**config.mk**
```make
export PLATFORM = sky130hd
export DESIGN_NAME = bcd_to_score
export DESIGN_NICKNAME = d
export VERILOG_FILES = /design/src/rtl/score_pkg.sv /design/src/rtl/bcd_digit_adjust.sv /design/src/rtl/bcd_to_score.sv
export SDC_FILE = /design/constraint.sdc
export NUM_CORES = 1
export LEC_CHECK = 0
export BUFFER_PORTS_ARGS = -buffer_cell sky130_fd_sc_hd__buf_4
export CORE_AREA = 2 2 76 64
export CTS_CLUSTER_DIAMETER = 100
export CTS_CLUSTER_SIZE = 28
export DETAILED_ROUTE_END_ITERATION = 10
export DIE_AREA = 0 0 78 66
export GPL_TIMING_DRIVEN = 0
export SKIP_LAST_GASP = 1
export SLEW_MARGIN = 20
export SYNTH_ARGS = -nofsm -noshare
export SYNTH_HDL_FRONTEND = slang
export SYNTH_SLANG_ARGS = --single-unit
export TNS_END_PERCENT = 20
```
**constraint.sdc**
```tcl
create_clock -name clk -period 1.6 [get_ports clk]
set_clock_uncertainty 0.15 [all_clocks]
set_input_delay 0.16 -clock clk [delete_from_list [all_inputs] [get_ports clk]]
set_output_delay 0.16 -clock clk [all_outputs]
set_load 0.02 [all_outputs]
```
**src/rtl/score_pkg.sv**
```systemverilog
// Shared score constants and converter state type; defaults match the scoreboard.
package score_pkg;

  localparam int unsigned BCD_DIGIT_W = 4;
  localparam int unsigned DEF_DIGITS  = 2;
  localparam int unsigned DEF_BIN_W   = 7;
  localparam int unsigned DEF_MAX_VAL = 31;

  typedef enum logic [1:0] {
    IDLE,
    SHIFT,
    DONE
  } state_t;

endpackage

```
**src/rtl/bcd_digit_adjust.sv**
```systemverilog
// Per-nibble correction for reverse double-dabble: digits >= 8 lose 3 after each right shift.
module bcd_digit_adjust
  import score_pkg::*;
(
  input  logic [BCD_DIGIT_W-1:0] digit,
  output logic [BCD_DIGIT_W-1:0] adjusted
);

  always_comb begin
    adjusted = digit;
    if (digit >= 4'd8) adjusted = digit - 4'd3;
  end

endmodule

```
**src/rtl/bcd_to_score.sv**
```systemverilog
// Sequential BCD-to-binary converter with saturation to MAX_VAL.
// Optional invalid-digit check enabled by defining BCD_TO_SCORE_CHECK_EN.
module bcd_to_score
  import score_pkg::*;
#(
  parameter int unsigned DIGITS  = DEF_DIGITS,
  parameter int unsigned BIN_W   = DEF_BIN_W,
  parameter int unsigned MAX_VAL = DEF_MAX_VAL
) (
  input  logic                          clk,
  input  logic                          rst,
  input  logic                          in_valid,
  output logic                          in_ready,
  input  logic [BCD_DIGIT_W*DIGITS-1:0] bcd_in,
  output logic                          out_valid,
  input  logic                          out_ready,
  output logic [BIN_W-1:0]              bin_out,
  output logic                          sat,
  output logic                          err
);

  localparam int unsigned BCD_W = BCD_DIGIT_W * DIGITS;
  localparam int unsigned CNT_W = $clog2(BIN_W + 1);
  localparam logic [CNT_W-1:0] LAST = CNT_W'(BIN_W - 1);
  localparam logic [BIN_W-1:0] MAX  = BIN_W'(MAX_VAL);

  state_t           state;
  logic [BCD_W-1:0] bcd;
  logic [BIN_W-1:0] bin;
  logic [CNT_W-1:0] cnt;

  logic [BCD_W-1:0] bcd_shift;
  logic [BCD_W-1:0] bcd_next;
  logic [BIN_W-1:0] bin_next;

  assign {bcd_shift, bin_next} = {bcd, bin} >> 1;

  for (genvar i = 0; i < DIGITS; i++) begin : g_adj
    bcd_digit_adjust u_adj (
      .digit   (bcd_shift[i*BCD_DIGIT_W +: BCD_DIGIT_W]),
      .adjusted(bcd_next[i*BCD_DIGIT_W +: BCD_DIGIT_W])
    );
  end

`ifdef BCD_TO_SCORE_CHECK_EN
  logic bad_in;
  logic bad;

  always_comb begin
    bad_in = 1'b0;
    for (int unsigned i = 0; i < DIGITS; i++) begin
      if (bcd_in[i*BCD_DIGIT_W +: BCD_DIGIT_W] > 4'd9) bad_in = 1'b1;
    end
  end
`else
  assign err = 1'b0;
`endif

  always_ff @(posedge clk) begin
    if (rst) begin
      state     <= IDLE;
      in_ready  <= 1'b1;
      out_valid <= 1'b0;
      bin_out   <= '0;
      sat       <= 1'b0;
      cnt       <= '0;
      bcd       <= '0;
      bin       <= '0;
`ifdef BCD_TO_SCORE_CHECK_EN
      err       <= 1'b0;
      bad       <= 1'b0;
`endif
    end else begin
      case (state)
        IDLE: begin
          if (in_valid && in_ready) begin
            bcd      <= bcd_in;
            bin      <= '0;
            cnt      <= '0;
            in_ready <= 1'b0;
            state    <= SHIFT;
`ifdef BCD_TO_SCORE_CHECK_EN
            bad      <= bad_in;
`endif
          end
        end
        SHIFT: begin
          bcd <= bcd_next;
          bin <= bin_next;
          cnt <= cnt + CNT_W'(1);
          // Outputs are taken from the final shift directly so the result lands on edge E0+BIN_W.
          if (cnt == LAST) begin
            state     <= DONE;
            out_valid <= 1'b1;
`ifdef BCD_TO_SCORE_CHECK_EN
            err       <= bad;
            if (bad) begin
              bin_out <= '0;
              sat     <= 1'b0;
            end else
`endif
            if (bin_next > MAX) begin
              bin_out <= MAX;
              sat     <= 1'b1;
            end else begin
              bin_out <= bin_next;
              sat     <= 1'b0;
            end
          end
        end
        DONE: begin
          if (out_ready) begin
            out_valid <= 1'b0;
            in_ready  <= 1'b1;
            state     <= IDLE;
          end
        end
        default: state <= IDLE;
      endcase
    end
  end

endmodule

```
### Yosys cells after proc, flatten, opt, wreduce, memory -nomap -nowiden

Index checks and enable logic that the tools add are counted.

| cells by class | value |
|---|---|
| add/sub/neg operators | 3 |
| order comparisons | 3 |
| equal/unequal tests | 6 |
| multiplexer cells | 20 |
| reductions and logical operators | 10 |

Operators with widths:

| operator | count |
|---|---|
| case mux 8 bit (2 select lines) | 1 |
| two-way mux 7 bit | 2 |
| case mux 7 bit (2 select lines) | 1 |
| AND reduction 3 bit | 3 |
| two-way mux 4 bit | 2 |
| two-way mux 8 bit | 1 |
| greater-than comparator 7 x 5 -> 1 bit, second input constant | 1 |
| two-way mux 2 bit | 3 |
| inequality test 2 bit, second input constant | 3 |
| case mux 2 bit (3 select lines) | 1 |
| case mux 3 bit (2 select lines) | 1 |
| nonzero test 2 bit | 3 |
| two-way mux 1 bit | 5 |
| >= comparator 3 x 4 -> 1 bit, second input constant | 1 |
| >= comparator 4 bit, second input constant | 1 |
| case mux 1 bit (2 select lines) | 2 |
| AND reduction 2 bit | 2 |
| subtractor 3 x 2 -> 4 bit, second input constant | 1 |
| subtractor 4 x 2 -> 4 bit, second input constant | 1 |
| adder 3 x 1 -> 3 bit, second input constant | 1 |
| equality test 3 bit, second input constant | 1 |
| two-way mux 3 bit | 1 |
| equality test 2 x 1 -> 1 bit, second input constant | 1 |
| equality test 2 bit, second input constant | 1 |
| 2 further kinds | 2 |

| storage, ports and cells | value |
|---|---|
| register bits after elaboration | 30 |
| bits of input ports | 12 |
| output and inout bits | 11 |
| logic and storage cells | 50 |

### Longest topological paths before layout

| logic depth | value |
|---|---|
| depth in word-level cells | 3 |
| mapped depth | 7 |
| mapped depth without buffers | 5 |

### Cells and area by module

From an unflattened synthesis, not the netlist that was laid out.

| second synthesis, totals | value |
|---|---|
| cells, all modules | 158 |
| area total of the unflattened synthesis | 1,365.1 um^2 |

By module, submodules not included:

| module | times used | cells an instance | area an instance (um^2) | sequential area each (um^2) |
|---|---|---|---|---|
| bcd_to_score | 1 | 136 | 1,212.4 | 580.6 |
| bcd_digit_adjust | 2 | 11 | 76.3 | 0.0 |

### Least setup slack after synthesis

No wires, ideal clock.

| timing | value |
|---|---|
| path kind | reg2reg |
| start | register in_ready |
| end | register bcd[0] |
| library setup time | 60 ps |
| arrival time | 1,321 ps |
| data required time | 1,390 ps |
| setup slack | 69 ps |
| cell stages (with the launch flop) | 6 |
| path buffers | 1 |
| period minus slack after synthesis | 1,531 ps |
| cells stage by stage | dfxtp_1 -> nand2_1 -> or3_1 -> buf_2 -> nor3b_1 -> a221o_1 |

| on the way | value |
|---|---|
| word-level cells in the longest chain between the ends | 3 |

Ends and longest elaborated chain:

| element | line | text |
|---|---|---|
| from (decl) | bcd_to_score.sv:13 | `output logic in_ready,` |
| from (signal assigned) | bcd_to_score.sv:62 | `in_ready <= 1'b1;` |
| from (signal assigned) | bcd_to_score.sv:80 | `in_ready <= 1'b0;` |
| from (signal assigned) | bcd_to_score.sv:114 | `in_ready <= 1'b1;` |
| logical AND 1 bit | bcd_to_score.sv:76 | `if (in_valid && in_ready) begin` |
| inequality test 2 bit (no line) | - |  |
| AND reduction 2 bit (no line) | - |  |
| to (signal assigned) | bcd_to_score.sv:77 | `bcd <= bcd_in;` |
| to (signal assigned) | bcd_to_score.sv:88 | `bcd <= bcd_next;` |
| to (decl) | bcd_to_score.sv:28 | `logic [BCD_W-1:0] bcd;` |

No other way between the ends.
A chain may end at the register's enable or synchronous reset.

### Worst setup path after layout

| timing | value |
|---|---|
| start | register state[1] |
| end | register state[1] |

| on the way | value |
|---|---|
| word-level cells in the longest chain between the ends | 3 |
| elaborated cells on any way between the ends | 8 |
| those cells by class | eq/ne: 5; mux: 1; reduce/logical: 2 |

Ends and longest elaborated chain:

| element | line | text |
|---|---|---|
| from (decl) | bcd_to_score.sv:27 | `state_t state;` |
| from (signal assigned) | bcd_to_score.sv:61 | `state <= IDLE;` |
| from (signal assigned) | bcd_to_score.sv:81 | `state <= SHIFT;` |
| from (signal assigned) | bcd_to_score.sv:93 | `state <= DONE;` |
| equality test 2 x 1 -> 1 bit (tied with other cells) | bcd_to_score.sv:74 | `case (state)` |
| inequality test 2 bit (no line) | - |  |
| AND reduction 3 bit (no line) | - |  |

Several ways; a longest one is shown, not always the timed one.

==> results.ini <==
[run_status]
status = finished with violations
violations = setup timing

[global_route]
grt_usage_pct = 10.78
antenna_found_initial = 0
grt_pass1_vias = 906
grt.overflow.total = 0
grt_max_degree = 11
grt_pass1_wl_microns = 4229

[timing]
slew_viol_final = 0
rsz0062_at_grt = true
fmax_ghz = 0.6243
worstMarginPinSlew_ns = 0.6039
hold_violations = 0
max_slew_margin_pct = 59.74
setup_slack_ns = -0.001839
holdWs_ns = 0.008647
fin_tns_setup_ns = -0.001839
finalCriticalPeriod_ns = 1.602
setup_violations = 1
fin_crit_sh_pct = 100.1

[clocking]
cts_sinks = 29
clk_latency_ns = 0.28
cts_root_buf = clkbuf_8
numCtsBuffers = 5
clk_path_buf_depth = 2
post_cts_buffers = 0
cts.clk_slew.worst_paths_ns = 0.06
cts_htree_levels = 2
tritoncts = done

[logic_synthesis]
yosysSeqAreaShare_pct = 45.90
synthAdderAreaFrac_pct = 3.956
synth_top_family_by_area = simple AND/OR/NAND/NOR gates
synthSimpleGateAreaFrac_pct = 21.66
ys_warn_count = 0
synth.area.mux_share_pct = 1.682
synthCells = 133
synth_edf_count = 0
ys.flop_type = dfxtp_1
yosys.cell_types.count = 39
yosysTopAreaCellShare_pct = 45.90
synth-seq-cells = 29
synth_compound_area_share_pct = 17.41
syn-num-nets = 149
synth_area_leader_cell = dfxtp_1
synthArstFlopShare_pct = 0
yosys-top-cells-area = dfxtp_1 46%, nor2_1 7.4%, a211oi_2 4.9%
synth-xor-area-share_pct = 2.077
synth_area_sq_um = 1265
syn_area_per_cell_sq_um = 9.511

[worst_hold_path]
holdCritPathClass = input port to register

[critical_path]
r2r_start = state[1]
cp-endpoint = state[1]
path_class = register to register
critPathMaxFanout = 10
r2r_end = state[1]
end_kind = register
start_kind = register
worst_ep_required_time_ns = 1.60
r2r_cells = 6
ff2ff_setup_slack_ns = -0.002
crit_start = state[1]
worst_ep_arrival_time_ns = 1.60

[power_and_ir_drop]
leakage_nw = 0.6800
p_per_area_nw_per_um2 = 1074
peakVddDrop_uv = 681.2
total_power_w = 0.001752

[detailed_routing]
num_vias = 988
post-route-drc-count = 0
first_iter_violations = 64
drt-total-wl_microns = 2426
avgRoutedWirePerCell_microns = 10.93
detail_route.vias_per_cell = 4.450
ant_nets = 0
firstDrtPassIters = 4

[die]
die_y_microns = 66
fp.dieW_microns = 78
rows = 22
ios = 23
fp.dieArea_sq_um = 5148
start_util_pct = 28.72
core_sq_um = 4404

[final_layout]
num_antenna_cells = 0
finish.utilization_pct = 37.05
nets = 177
syn2layout_area_growth_pct = 28.98
drive_gt1_share_pct = 29.01
nFillCells = 474
finalNonFillerCells = 222

[place]
place_inst = 213
place.port_buffers = 20
place.gp.congestion = 0.7513
hpwl_microns = 1705

[job]
cap_violations = 0

-- placed cells by master, fill, tap and decap left out, types with 5 or more instances in the layout --
master    count
buf_4        22
dfxtp_1      29
inv_1         6
nor2_1       24
clkbuf_8      6
a211oi_2      5
nand2_1       9
a22o_1        6
-- metrics by stage --
| stage | instance area (sq um) | setup WS (ns) |
|---|---|---|
| 2_1_floorplan | 1265 | 0.06877 |
| 3_3_place_gp | 1490 | -0.02942 |
| 3_5_place_dp | 1490 | -0.02632 |
| 4_1_cts | 1622 | -0.006028 |
| 5_1_grt | 1632 | -0.07005 |
| 6_report | 1632 | -0.001839 |
-- layer usage --
layer / vias to the layer above / track usage, % / share of wire [%]
li1: 515 / - / -
met3: 4 / 3.005 / 4.5
met2: 18 / 15.30 / 42
met5: - / 0 / 0
met1: 451 / 14.45 / 52
met4: 0 / 6.579 / 1.4
-- layout make-up --
type                       count  area [sq um]  share of cell area, %
buffer                         9         66.31                  4.064
clock buffer                   7         86.33                  5.291
clock inverter                 1         30.03                  1.840
inverter                       6         22.52                  1.380
multi-input combinational     89         610.6                  37.42
sequential                    29         580.6                  35.58
tap                           60         75.07                  4.601
timing repair buffer          21         160.2                  9.816
-- timing repair --
| item | 4_1_cts | 5_1_grt |
|---|---|---|
| endpoints found under the setup margin | 2 | 12 |
| hold endpoints to repair | 1 | 0 |
| resized for setup | 1 | 2 |
| hold buffers | 1 | 0 |
-- worst min path at each step --
stage | cells after the start | start | end
global placement | 3 | bcd_in[7] | bcd[7]
finish | 3 | bcd_in[2] | bcd[2]
detailed placement | 3 | bcd_in[7] | bcd[7]
floorplan | 2 | bcd_in[7] | bcd[7]
CTS | 3 | bcd_in[2] | bcd[2]
global route | 3 | bcd_in[2] | bcd[2]
-- cells in the mapped netlist, types with 2 or more instances --
master and count:
nor4_1 4, buf_1 2, ha_1 4, inv_1 6, nor3_1 3, dfxtp_1 29
nor3b_2 2, a311oi_1 4, a22o_1 6, xor2_1 2, nand3_1 2, buf_4 2
a21oi_1 4, clkbuf_1 2, nor2_1 25, a211oi_2 5, nand2_1 9
-- logic make-up (layout without fill, tap and decap cells) --
family,after synthesis,count (layout)
compound gates,25,25
xor+xnor,3,3
fa+ha+maj,4,4
buf+inv,15,44
flops,29,29
mux,2,2
other cells,1,1
simple gates,54,54
-- registers in the layout (all words and copies together) (netlist names) --
register and cells:
bcd 8, bin_out 7, bin 6, cnt 3, state 2, in_ready 1
out_valid 1, sat 1
-- worst max-delay path: stages, from the launching register on --
cell and delay, ns:
dfxtp_1 0.56, nor2b_4 0.09, and3_1 0.21, buf_6 0.14
buf_12 0.14, a31oi_1 0.14, nor2_1 0.05
-- power by group --
part | internal, W | switching, W
clock | 0.000507 | 0.000270
combinational | 0.0000863 | 0.000108
sequential | 0.000753 | 0.0000280
total | 0.00135 | 0.000406
No activity file was read; power rests on OpenSTA's default activity.
